$ cat config.mk
export PLATFORM = sky130hd
export DESIGN_NAME = mem_port_arbiter
export DESIGN_NICKNAME = d
export VERILOG_FILES = /design/src/rtl/mem_arb_pkg.sv /design/src/rtl/arb_rr2.sv /design/src/rtl/mem_port_arbiter.sv
export SDC_FILE = /design/constraint.sdc
export NUM_CORES = 1
export LEC_CHECK = 0
export CORE_UTILIZATION = 41
export DETAILED_ROUTE_END_ITERATION = 10
export HOLD_SLACK_MARGIN = 0.06
export PLACE_DENSITY = 0.91
export SYNTH_ARGS = -nofsm -noshare
export SYNTH_HDL_FRONTEND = slang
export SYNTH_SLANG_ARGS = --single-unit
$ cat constraint.sdc
create_clock -name clk -period 2.35 [get_ports clk]
set_input_delay 0.235 -clock clk [delete_from_list [all_inputs] [get_ports clk]]
set_output_delay 0.235 -clock clk [all_outputs]
set_load 0.01 [all_outputs]
$ cat src/rtl/mem_arb_pkg.sv
// Shared encodings for the memory port arbiter: FSM states and grant ids.
package mem_arb_pkg;

  localparam logic [1:0] ST_IDLE   = 2'd0;
  localparam logic [1:0] ST_ACCESS = 2'd1;
  localparam logic [1:0] ST_RESP   = 2'd2;

  localparam logic GNT_IF = 1'b0;
  localparam logic GNT_LS = 1'b1;

endpackage

$ cat src/rtl/arb_rr2.sv
// Two-way round-robin pick. req[0] is instruction fetch, req[1] is load/store.
// Purely combinational; the history register lives in the parent.
module arb_rr2
  import mem_arb_pkg::*;
(
  input  logic [1:0] req,
  input  logic       last_gnt,
  output logic       gnt_valid,
  output logic       gnt_id
);

  // Lone requester wins outright; on contention the one not served last wins.
  always_comb begin
    gnt_valid = |req;
    gnt_id    = GNT_IF;
    if (req == 2'b11) gnt_id = ~last_gnt;
    else if (req[1])  gnt_id = GNT_LS;
  end

endmodule

$ cat src/rtl/mem_port_arbiter.sv
// Arbitrates instruction fetch and load/store onto the single-ported memory,
// sequences a fixed-latency access and returns a one-cycle done pulse.
module mem_port_arbiter
  import mem_arb_pkg::*;
#(
  parameter int ADDR_W  = 15,
  parameter int DATA_W  = 16,
  parameter int MEM_LAT = 2
) (
  input  logic              clk,
  input  logic              rst,
  input  logic              if_req,
  input  logic [ADDR_W-1:0] if_addr,
  output logic [DATA_W-1:0] if_rdata,
  output logic              if_done,
  input  logic              ls_req,
  input  logic              ls_we,
  input  logic [ADDR_W-1:0] ls_addr,
  input  logic [DATA_W-1:0] ls_wdata,
  output logic [DATA_W-1:0] ls_rdata,
  output logic              ls_done,
  output logic              mem_en,
  output logic              mem_we,
  output logic [ADDR_W-1:0] mem_addr,
  output logic [DATA_W-1:0] mem_wdata,
  input  logic [DATA_W-1:0] mem_rdata,
  output logic              busy
);

  localparam int CW = $clog2(MEM_LAT + 1);
  localparam logic [CW-1:0] CNT_LOAD = CW'(MEM_LAT - 1);

  logic [1:0]        r_state;
  logic [CW-1:0]     r_cnt;
  // The latched grant doubles as the round-robin history (last_gnt).
  logic              r_gnt;
  logic              r_mem_we;
  logic [ADDR_W-1:0] r_mem_addr;
  logic [DATA_W-1:0] r_mem_wdata;
  logic [DATA_W-1:0] r_if_rdata;
  logic [DATA_W-1:0] r_ls_rdata;

  logic [1:0]        w_req;
  logic              w_gnt_valid;
  logic              w_gnt_id;
  logic              w_last_cycle;

  assign w_req        = {ls_req, if_req};
  assign w_last_cycle = (r_state == ST_ACCESS) && (r_cnt == '0);

  arb_rr2 u_arb (
    .req       (w_req),
    .last_gnt  (r_gnt),
    .gnt_valid (w_gnt_valid),
    .gnt_id    (w_gnt_id)
  );

  // FSM, latency counter and grant history.
  always_ff @(posedge clk or posedge rst) begin
    if (rst) begin
      r_state <= ST_IDLE;
      r_cnt   <= '0;
      r_gnt   <= GNT_IF;
    end else begin
      case (r_state)
        ST_IDLE: begin
          if (w_gnt_valid) begin
            r_state <= ST_ACCESS;
            r_cnt   <= CNT_LOAD;
            r_gnt   <= w_gnt_id;
          end
        end
        ST_ACCESS: begin
          if (r_cnt == '0) r_state <= ST_RESP;
          else             r_cnt   <= r_cnt - 1'b1;
        end
        ST_RESP: r_state <= ST_IDLE;
        default: r_state <= ST_IDLE;
      endcase
    end
  end

  // Memory port registers, loaded from the winner at grant time.
  always_ff @(posedge clk or posedge rst) begin
    if (rst) begin
      r_mem_we    <= 1'b0;
      r_mem_addr  <= '0;
      r_mem_wdata <= '0;
    end else if (r_state == ST_IDLE && w_gnt_valid) begin
      if (w_gnt_id == GNT_LS) begin
        r_mem_we    <= ls_we;
        r_mem_addr  <= ls_addr;
        r_mem_wdata <= ls_wdata;
      end else begin
        r_mem_we    <= 1'b0;
        r_mem_addr  <= if_addr;
        r_mem_wdata <= '0;
      end
    end
  end

  // Read data capture in the final access cycle; stores leave rdata untouched.
  always_ff @(posedge clk or posedge rst) begin
    if (rst) begin
      r_if_rdata <= '0;
      r_ls_rdata <= '0;
    end else if (w_last_cycle && !r_mem_we) begin
      if (r_gnt == GNT_LS) r_ls_rdata <= mem_rdata;
      else                 r_if_rdata <= mem_rdata;
    end
  end

  // Status and strobes come from registered state only.
  assign mem_en    = (r_state == ST_ACCESS);
  assign mem_we    = r_mem_we & mem_en;
  assign mem_addr  = r_mem_addr;
  assign mem_wdata = r_mem_wdata;
  assign busy      = (r_state != ST_IDLE);
  assign if_done   = (r_state == ST_RESP) && (r_gnt == GNT_IF);
  assign ls_done   = (r_state == ST_RESP) && (r_gnt == GNT_LS);
  assign if_rdata  = r_if_rdata;
  assign ls_rdata  = r_ls_rdata;

endmodule

==> summary.txt, run 1 <==
Logic synthesis
  – Synth cell types: 27
  – Yosys top cell area share: 60.1%
  – Seq/Total Area, Yosys: between 60 and 70%
  – Syn_nets: 269
  – Synth Instances: ~200
  – Synth area leaders: dfrtp_1, mux2_2, mux2i_1
  – Mapped cell area: 2880 um^2
  – Ys Warns: 0
  – Mean Syn Cell Area: between 10 and 15 um^2
  – #FFs+latches synth: 69
  – Yosys top cell by area: dfrtp_1

Critical path
  – Cell Chain, Critical Path: nor2b_4, and2_1, clkdlybuf4s50_1
  – WP data required: 2120 ps
  – R2R cell count: 3
  – Worst path top cell family by delay: buffers and inverters
  – Crit end category: output port
  – Levels on crit path: 3
  – RR Startpoint: r_gnt$_DFFE_PP0P_
  – Arrival @ worst endpoint: between 1500 and 2000 ps
  – Worst reg2reg endpoint: mem_wdata[13]$_DFFE_PP0P_
  – Crit path capture: mem_we
  – CP Launch Type: register
  – CP peak stage delay: 550 ps
  – R2r setup slk: roughly 580 ps
  – CP startpoint: r_state[0]$_DFFE_PP0P_
  – Critical Path Fanout Max: 6
  – Crit path kind: reg2out
  – CP Buf/Inv Count: 1
  – Critical Path Slowest Stage Cell: clkdlybuf4s50_1

Placement
  – Dpl cell area: 4300 um^2
  – Placed cell count: 424
  – Port bufs: 134
  – Placer Congestion: 0.781
  – Detailed-placement wirelength estimate: between 4 and 5 mm

STA
  – Max Fclk: around 500 MHz
  – Final Hold Vio Count: 0
  – Worst Skew: 7.15 ps
  – Final setup violation count: 0
  – Slew headroom: 54.7%
  – Setup TNS: 0 ps
  – Measured slew at the worst slew-check pin: 678 ps
  – Final min period: 2010 ps
  – Final period utilization: 85.4%
  – Unrepaired setup endpoints after global routing: false
  – Fin. max-slew vios: 0
  – Hold WS: ~290 ps

Clock tree
  – Clock-pin slew on the worst setup and hold paths: 70 ps
  – Max Root-Sink Buffers: 2
  – Hold bufs inserted after CTS: 0
  – Later-pin clock latency in the skew report: 340 ps
  – Clock sink count: 69
  – CTS tree: done
  – Total CTS buffers: 9
  – CTS root buf: clkbuf_8
  – Number of H-tree levels: 3
  – Setup bufs post-CTS: 0
  – Resized Gates After CTS: 0

Drt
  – Final wirelength: between 6 and 7 mm
  – Mean routed wirelength per cell: roughly 15 um
  – First-pass DRT Iterations: 5
  – Vias per cell: between 4 and 5
  – Via count: 2184
  – DRC viols: 0
  – Remaining antenna violation count: 0
  – Iter 0 DRT Violations: 76

Pwr
  – Clock Power Share: 15.9%
  – Leak Pwr: 1.96 nW
  – Pint: 4.04 mW
  – Comb pwr share: a little under 50%
  – Max VDD drop: 0.000633 V
  – Power per cell area: 1330 nW/um^2
  – Reg power frac: 35.7%
  – Switching Share: 32.7%
  – Psw: 1.96 mW

Hold path
  – Hold crit path type: in2async

Die
  – Area of the core: 6790 um^2
  – Starting Density: 42.3%
  – Die height: 85.7 um
  – I/O pin total: 135
  – Die W: 85.7 um
  – Die area: 7350 um^2
  – Row Count: 30

Cells and area
  – Fraction of layout cells with a size suffix above 1: 17.4%
  – Fin nets: just over 400
  – Util after Layout: 66.3%
  – Commonest non-fill, non-tap cell in the layout: clkdlybuf4s50_1
  – Post-route cell area: 4500 um^2
  – Diodes inserted: 0
  – Most frequent cells in the layout: clkdlybuf4s50_1, dfrtp_1, mux2_2, a22o_1
  – Layout area overhead: 56.6%
  – Non-Filler Instances: 440

Global routing
  – Total track usage: slightly below 20%
  – Grt ovf: 0
  – First-pass GRT wire length: 10.8 mm
  – Initial antenna violation count: 0
  – Vias in the first global route: between 2000 and 2500
  – Largest net degree at the start of global routing: 29

Outcome
  – Status: finished, final reports clean

Flow run
  – Max-Cap Viols: 0
[cell usage after synthesis]
master,count
buf_4,3
nor2b_4,1
or2_2,1
a31oi_1,15
buf_6,1
a21oi_1,16
mux2_2,20
nor2_1,1
inv_1,6
and2_1,2
clkbuf_1,7
and3b_1,1
buf_12,1
buf_2,2
a21bo_2,1
mux2_1,2
nor3b_1,2
and4bb_1,1
a22o_1,18
ha_1,1
mux2_4,10
nand2_1,1
mux2i_1,16
a21o_1,1
nand4b_4,1
dfrtp_1,69
nor3_4,1
[how the worst min path moves through the flow]
stage | cells past startpoint | from | endpoint | slack [ps]
final | 2 | rst | ls_rdata[4]$_DFFE_PP0P_ | 290
after detailed placement | 1 | ls_rdata[4]$_DFFE_PP0P_ | ls_rdata[4]$_DFFE_PP0P_ | 480
after floorplan | 1 | mem_rdata[0] | ls_rdata[0]$_DFFE_PP0P_ | 370
after global placement | 1 | ls_rdata[0]$_DFFE_PP0P_ | ls_rdata[0]$_DFFE_PP0P_ | 470
after CTS | 2 | rst | if_rdata[2]$_DFFE_PP0P_ | 310
after global routing | 2 | rst | ls_rdata[4]$_DFFE_PP0P_ | 340
[sequential cells by signal, summed over array words and instances (netlist names)]
| register | cells |
|---|---|
| r_state | 2 |
| r_mem_we | 1 |
| mem_wdata | 16 |
| ls_rdata | 16 |
| r_cnt | 2 |
| if_rdata | 16 |
| r_gnt | 1 |
| mem_addr | 15 |
[layout make-up]
cell class	instances	area (um^2)
Multi-Input combinational cell	112	1040
Tap cell	96	120
Clock buffer	9	124
Sequential cell	69	1730
Inverter	6	22.5
Timing Repair Buffer	141	1390
Clock inverter	7	76.3
Fill cell	520	2290
[power by group through the flow]
stage / Sequential, mW / Combinational (mW) / Clock, mW
final: 2.14 / 2.91 / 0.953
after global routing: 2.21 / 3.12 / 1.03
after CTS: 2.15 / 2.94 / 0.973
after floorplan: 2.38 / 1.18 / 0
after detailed placement: 2.16 / 2.93 / 0
after global placement: 2.14 / 2.85 / 0
[per-layer routing]
metal	share of wire, %	vias to the layer above	routed length (um)	GRT usage (%)
li1	-	1019	-	-
met1	42	1043	2830	23.5
met2	48	110	3190	31.8
met3	8.9	12	599	5.77
met4	1.5	0	100	8.48
met5	0	-	0	0
[stage by stage]
| stage | power, mW | setup WS, ps |
|---|---|---|
| CTS | 6.06 | 315 |
| floorplan | 3.56 | 375 |
| detailed placement | 5.09 | 364 |
| global route | 6.36 | 242 |
| finish | 6.00 | 342 |
| global placement | 4.98 | 412 |
[cell families (layout without fill, tap and decap cells)]
kind of cell | Yosys count | in the layout | share of synthesized area, %
flops | 69 | 69 | 60.1
compound gates | 51 | 51 | 12.1
simple gates | 12 | 12 | 4.05
mux | 48 | 48 | 19.4
fa+ha+maj | 1 | 1 | 0.435
buf+inv | 20 | 163 | 3.92
(Power assumes the default switching activity.)
==> run 2: changes to the inputs <==
Settings changed: HOLD_SLACK_MARGIN 0.06 to unset.
==> results of run 2 <==
Final layout, timing and power as in run 1 (identical DEF).
==> run 3: changes to the inputs <==
Settings changed: CORE_MARGIN set to 2, SLEW_MARGIN set to 10.
==> run 3 against run 2 <==
Clock power increased by 3.5%; cell count fell by 0.45%; largest power group unchanged; count of clock-buffer cells in the layout stayed put; via count fell by 0.87%.
==> summary.txt, run 3 (synthesized netlist as in run 1, its figures left out) <==
Cells and area
  – Fraction of layout cells with a size suffix above 1: 17.0% (-0.48 points)
  – Fin nets: 405 (-0.49%)
  – Commonest non-fill, non-tap cell in the layout: clkdlybuf4s50_1
  – Most frequent cells in the layout: clkdlybuf4s50_1, dfrtp_1, mux2_2, a22o_1
  – Layout area overhead: 56.7% (about the same)
  – Diodes inserted: 0 (unchanged)
  – Non-Filler Instances: 438 (-0.45%)
  – Util after Layout: 66.3% (about the same)

STA
  – Fin. max-slew vios: 0 (unchanged)
  – Final min period: 2030 ps (+24.4 ps)
  – Final period utilization: 86.5% (+1.0 points)
  – Max Fclk: 492 MHz (-1.2%)
  – Final Hold Vio Count: 0 (unchanged)
  – Setup TNS: 0 ps (unchanged)
  – Worst Skew: 6.80 ps (-0.350 ps)
  – Measured slew at the worst slew-check pin: 695 ps (+17.2 ps)
  – Unrepaired setup endpoints after global routing: false
  – Slew headroom: 53.5% (-1.1 points)
  – Final setup violation count: 0 (unchanged)

Pwr
  – Leak Pwr: 1.96 nW (-0.10%)
  – Total power: 6.05 mW (+0.77%)
  – Power per cell area: 1340 nW/um^2 (+0.68%)
  – Max VDD drop: 0.000698 V (+10%)

Clock tree
  – Max Root-Sink Buffers: 2 (unchanged)
  – Clock-pin slew on the worst setup and hold paths: 80 ps (about the same)
  – Hold bufs inserted after CTS: 0 (unchanged)
  – Later-pin clock latency in the skew report: 340 ps (about the same)
  – Number of H-tree levels: 3 (unchanged)
  – CTS root buf: clkbuf_8
  – Resized Gates After CTS: 0 (unchanged)
  – Total CTS buffers: 9 (unchanged)
  – Clock sink count: 69 (unchanged)
  – CTS tree: done
  – Setup bufs post-CTS: 0 (unchanged)

Die
  – Die W: 87.7 um (+2.3%)
  – I/O pin total: 135 (unchanged)
  – Die area: 7700 um^2 (+4.7%)
  – Die height: 87.7 um (+2.3%)
  – Starting Density: 42.3% (unchanged)
  – Area of the core: 6790 um^2 (unchanged)
  – Row Count: 30 (unchanged)

Critical path
  – Crit path kind: reg2out
  – RR Startpoint: r_gnt$_DFFE_PP0P_
  – Worst reg2reg endpoint: mem_wdata[3]$_DFFE_PP0P_
  – R2r setup slk: 570 ps (about the same)
  – CP Launch Type: register
  – Critical Path Fanout Max: 6 (unchanged)
  – Arrival @ worst endpoint: 1800 ps (+30 ps)
  – R2R cell count: 3 (unchanged)
  – WP data required: 2120 ps (about the same)
  – Crit end category: output port

Drt
  – Remaining antenna violation count: 0 (unchanged)
  – Vias per cell: 4.94 (-0.42%)
  – Final wirelength: 6.90 mm (+2.6%)
  – Via count: 2165 (-0.87%)
  – First-pass DRT Iterations: 4 (-1)
  – Mean routed wirelength per cell: 15.7 um (+3.1%)
  – DRC viols: 0 (unchanged)
  – Iter 0 DRT Violations: 40 (-47%)

Global routing
  – First-pass GRT wire length: 10.9 mm (+0.70%)
  – Vias in the first global route: 2230 (-1.0%)
  – Met3 Usage GRT: 5.84% (+0.069 points)
  – Total track usage: 18.7% (-0.60 points)
  – Largest net degree at the start of global routing: 41 (+41%)
  – Met1 Usage GRT: 22.7% (-0.82 points)
  – Grt met2 use: 30.8% (-1.0 points)
  – Grt ovf: 0 (unchanged)
  – Initial antenna violation count: 0 (unchanged)
  – Grt peak-use layer: met2

Outcome
  – Status: finished, final reports clean

Flow run
  – Max-Cap Viols: 0 (unchanged)

Placement
  – Detailed-placement wirelength estimate: 5.21 mm (+4.3%)
  – Placer Congestion: 0.743 (-4.9%)
  – Port bufs: 134 (unchanged)
  – Placed cell count: 422 (-0.47%)

Hold path
  – Hold crit path type: in2async
-- run 3: cell count changes in the layout (fill, tap and decap cells not counted), sizes merged --
cell,previous run,this run
clkinv,4,1
inv,6,9
buf,7,5
-- run 3: cell type report --
class | count | area, um^2
flip-flops and latches | 69 | 1730
clock buffers | 9 | 124
clock inverters | 7 | 82.6
well taps | 96 | 120
fillers | 498 | 2290
inverters | 6 | 22.5
repair buffers | 139 | 1390
multi-input cells | 112 | 1040
-- run 3: worst max-delay path by stage --
stage | end | start | slack (ps) | depth (start not counted)
after CTS | mem_we | r_state[0]$_DFFE_PP0P_ | 280 | 3
after floorplan | if_rdata[0]$_DFFE_PP0P_ | rst | 380 | 1
final | mem_we | r_state[0]$_DFFE_PP0P_ | 320 | 3
after global placement | mem_wdata[2]$_DFFE_PP0P_ | ls_req | 440 | 4
after detailed placement | mem_wdata[3]$_DFFE_PP0P_ | ls_req | 330 | 4
after global routing | mem_we | r_state[0]$_DFFE_PP0P_ | 210 | 3
-- run 3: worst max-delay path, cell delays in order (launching register included) --
cell and delay (ps):
dfrtp_1 500, nor2b_4 260, and2_1 140, clkdlybuf4s50_1 550
-- run 3: per-stage QoR --
| step | setup slack (ps) | cell area (um^2) | hold WS [ps] |
|---|---|---|---|
| 2_1_floorplan | 375 | 2880 | 367 |
| 3_3_place_gp | 436 | 4300 | 476 |
| 3_5_place_dp | 327 | 4300 | 490 |
| 4_1_cts | 279 | 4510 | 316 |
| 5_1_grt | 208 | 4510 | 369 |
| 6_report | 318 | 4510 | 308 |
-- run 3: power by group --
| group | switching (mW) | internal, mW |
|---|---|---|
| registers | 0.377 | 1.78 |
| clock network | 0.480 | 0.506 |
| logic | 1.14 | 1.76 |
-- run 3: layer usage --
| layer | vias to the layer above | share of wire (%) |
|---|---|---|
| li1 | 1008 | - |
| met1 | 1039 | 42 |
| met2 | 107 | 48 |
| met3 | 11 | 8.7 |
| met4 | 0 | 1.6 |
| met5 | - | 0 |
==> edit: new RTL, settings of run 3 <==
The parameter `MEM_LAT` goes from 2 to 8.
--- a/src/rtl/mem_port_arbiter.sv
+++ b/src/rtl/mem_port_arbiter.sv
@@ -5,7 +5,7 @@
 #(
   parameter int ADDR_W  = 15,
   parameter int DATA_W  = 16,
-  parameter int MEM_LAT = 2
+  parameter int MEM_LAT = 8
 ) (
   input  logic              clk,
   input  logic              rst,
Formal check against the unedited RTL: not equivalent (a bounded check fails within 4 cycles, from zero or initial values and one cycle with rst high).
==> edit against run 3 <==
- design area is 4.5% higher
- area after synthesis is 7.2% higher
- sequential cell count is 2 higher
- count of clock-buffer cells in the layout is 1 higher
- routed wire length is 11% higher
- worst setup slack worse by 0.13 ns
- total power is 1.7% lower
- critical path depth stayed put
- largest cell class unchanged
- highest routed layer unchanged
==> edit: results (changes against run 3) <==
metric,value,unit,change
Final HPWL DP,5.54,mm,+6.3%
Adder-Cell Fraction of Synth Area,0.00406,,-0.000292
Yosys cell types,36,,+33%
Clock Skew,0.00943,ns,+0.00263 ns
largest net degree at the start of global routing,72,,+76%
CP max-delay cell,clkdlybuf4s50_1,,
status,"finished, final reports clean",,
first-pass GRT wire length,12.5,mm,+15%
R2R setup slack,0.45,ns,-0.12 ns
# diodes,0,,unchanged
# port buffers,134,,unchanged
GRT Util Overall,0.192,,+0.00546
post-synthesis mux area share,0.151,,-0.0430
WL final,7.65,mm,+11%
syn nets,307,,+14%
Commonest cells post-synth,"71 x dfrtp_1, 32 x nand2_1, 20 x mux2_4, 17 x a22o_1, 16 x a21oi_1",,
vias in the first global route,2532,,+14%
Initial DRC Count,80,,+100%
measured slew at the worst slew-check pin,0.499,ns,-0.196 ns
Leak,2.04,nW,+4.1%
dpl ws,0.437,ns,+0.110 ns
Main synth FF type,dfrtp_1,,
Via density,5.04,,+1.9%
Area contributors post-synth,"dfrtp_1 58%, mux2_4 9.7%, a22o_1 4.8%",,
CTS max path bufs,2,,unchanged
routability cong.,0.802,,+7.9%
Compound-Gate Fraction of Synth Area,0.126,,+0.00486
sequential fraction of the synthesis area,0.577,,-0.0240
Root Driver,clkbuf_8,,
Worst Path Arrival,1.93,ns,+0.13 ns
Worst Reg-to-Reg Cells,6,,+3
fin nets,442,,+9.1%
CP Max Fanout,11,,+5
R2R Path End,ls_rdata[10],,
share of layout cells above drive strength 1,0.166,,-0.00336
Max rail drop VDD,0.540,mV,-23%
Reg-to-Reg Start,r_cnt[1],,
-- edit: where the power goes --
part / switching, mW / internal (mW) / total (mW)
logic: 1.03 / 1.64 / 2.67
registers: 0.401 / 1.79 / 2.19
clock network: 0.483 / 0.606 / 1.09
total: 1.92 / 4.03 / 5.95
-- edit: area by class of cell --
cell class | count | area, um^2
multi-input combinational | 146 | 1160
timing repair buffer | 141 | 1410
tap | 99 | 124
clock buffer | 10 | 128
sequential | 71 | 1780
fill | 571 | 2540
inverter | 5 | 18.8
clock inverter | 6 | 92.6
-- edit: how the worst max path moves through the flow --
stage	to	slack (ns)	start	cells past startpoint
floorplan	if_rdata[0]	0.32	rst	1
global placement	ls_rdata[13]	0.51	r_cnt[0]	6
detailed placement	ls_rdata[13]	0.44	r_cnt[1]	6
CTS	mem_we	0.1	r_state[0]	3
global route	mem_we	0.04	r_state[1]	3
finish	mem_we	0.18	r_state[1]	3
-- edit: worst register-to-register path, delay by kind of cell, from the launching register on --
kind / cells / cell delay (ns)
buffers and inverters: 2 / 0.34
adders and majority gates: 1 / 0.24
DFF: 1 / 0.41
muxes: 1 / 0.37
and+or+nand+nor: 2 / 0.44
-- edit: through the flow --
stage / power, mW / utilization / hold slack (ns) / std cells / area, um^2
6_report: 5.95 / 0.649 / 0.307 / 478 / 4710
5_1_grt: 6.29 / 0.649 / 0.341 / 478 / 4710
4_1_cts: 6.01 / 0.649 / 0.314 / 478 / 4710
3_5_place_dp: 4.90 / 0.619 / 0.493 / 462 / 4490
3_3_place_gp: 4.79 / 0.619 / 0.490 / 462 / 4490
2_1_floorplan: 3.47 / - / 0.368 / 239 / 3080
-- edit: logic make-up (layout without fill, tap and decap cells) --
group | Yosys count | after routing
compound gates | 57 | 57
fa+ha+maj | 1 | 1
buf+inv | 22 | 162
flops | 71 | 71
mux | 35 | 35
simple gates | 53 | 53
-- edit: per-layer routing --
| metal | up-vias | track usage | routed length (um) |
|---|---|---|---|
| met3 | 16 | 0.0392 | 420 |
| met5 | - | 0 | 0 |
| met1 | 1175 | 0.242 | 3320 |
| li1 | 1117 | - | - |
| met2 | 100 | 0.322 | 3740 |
| met4 | 0 | 0.0833 | 171 |
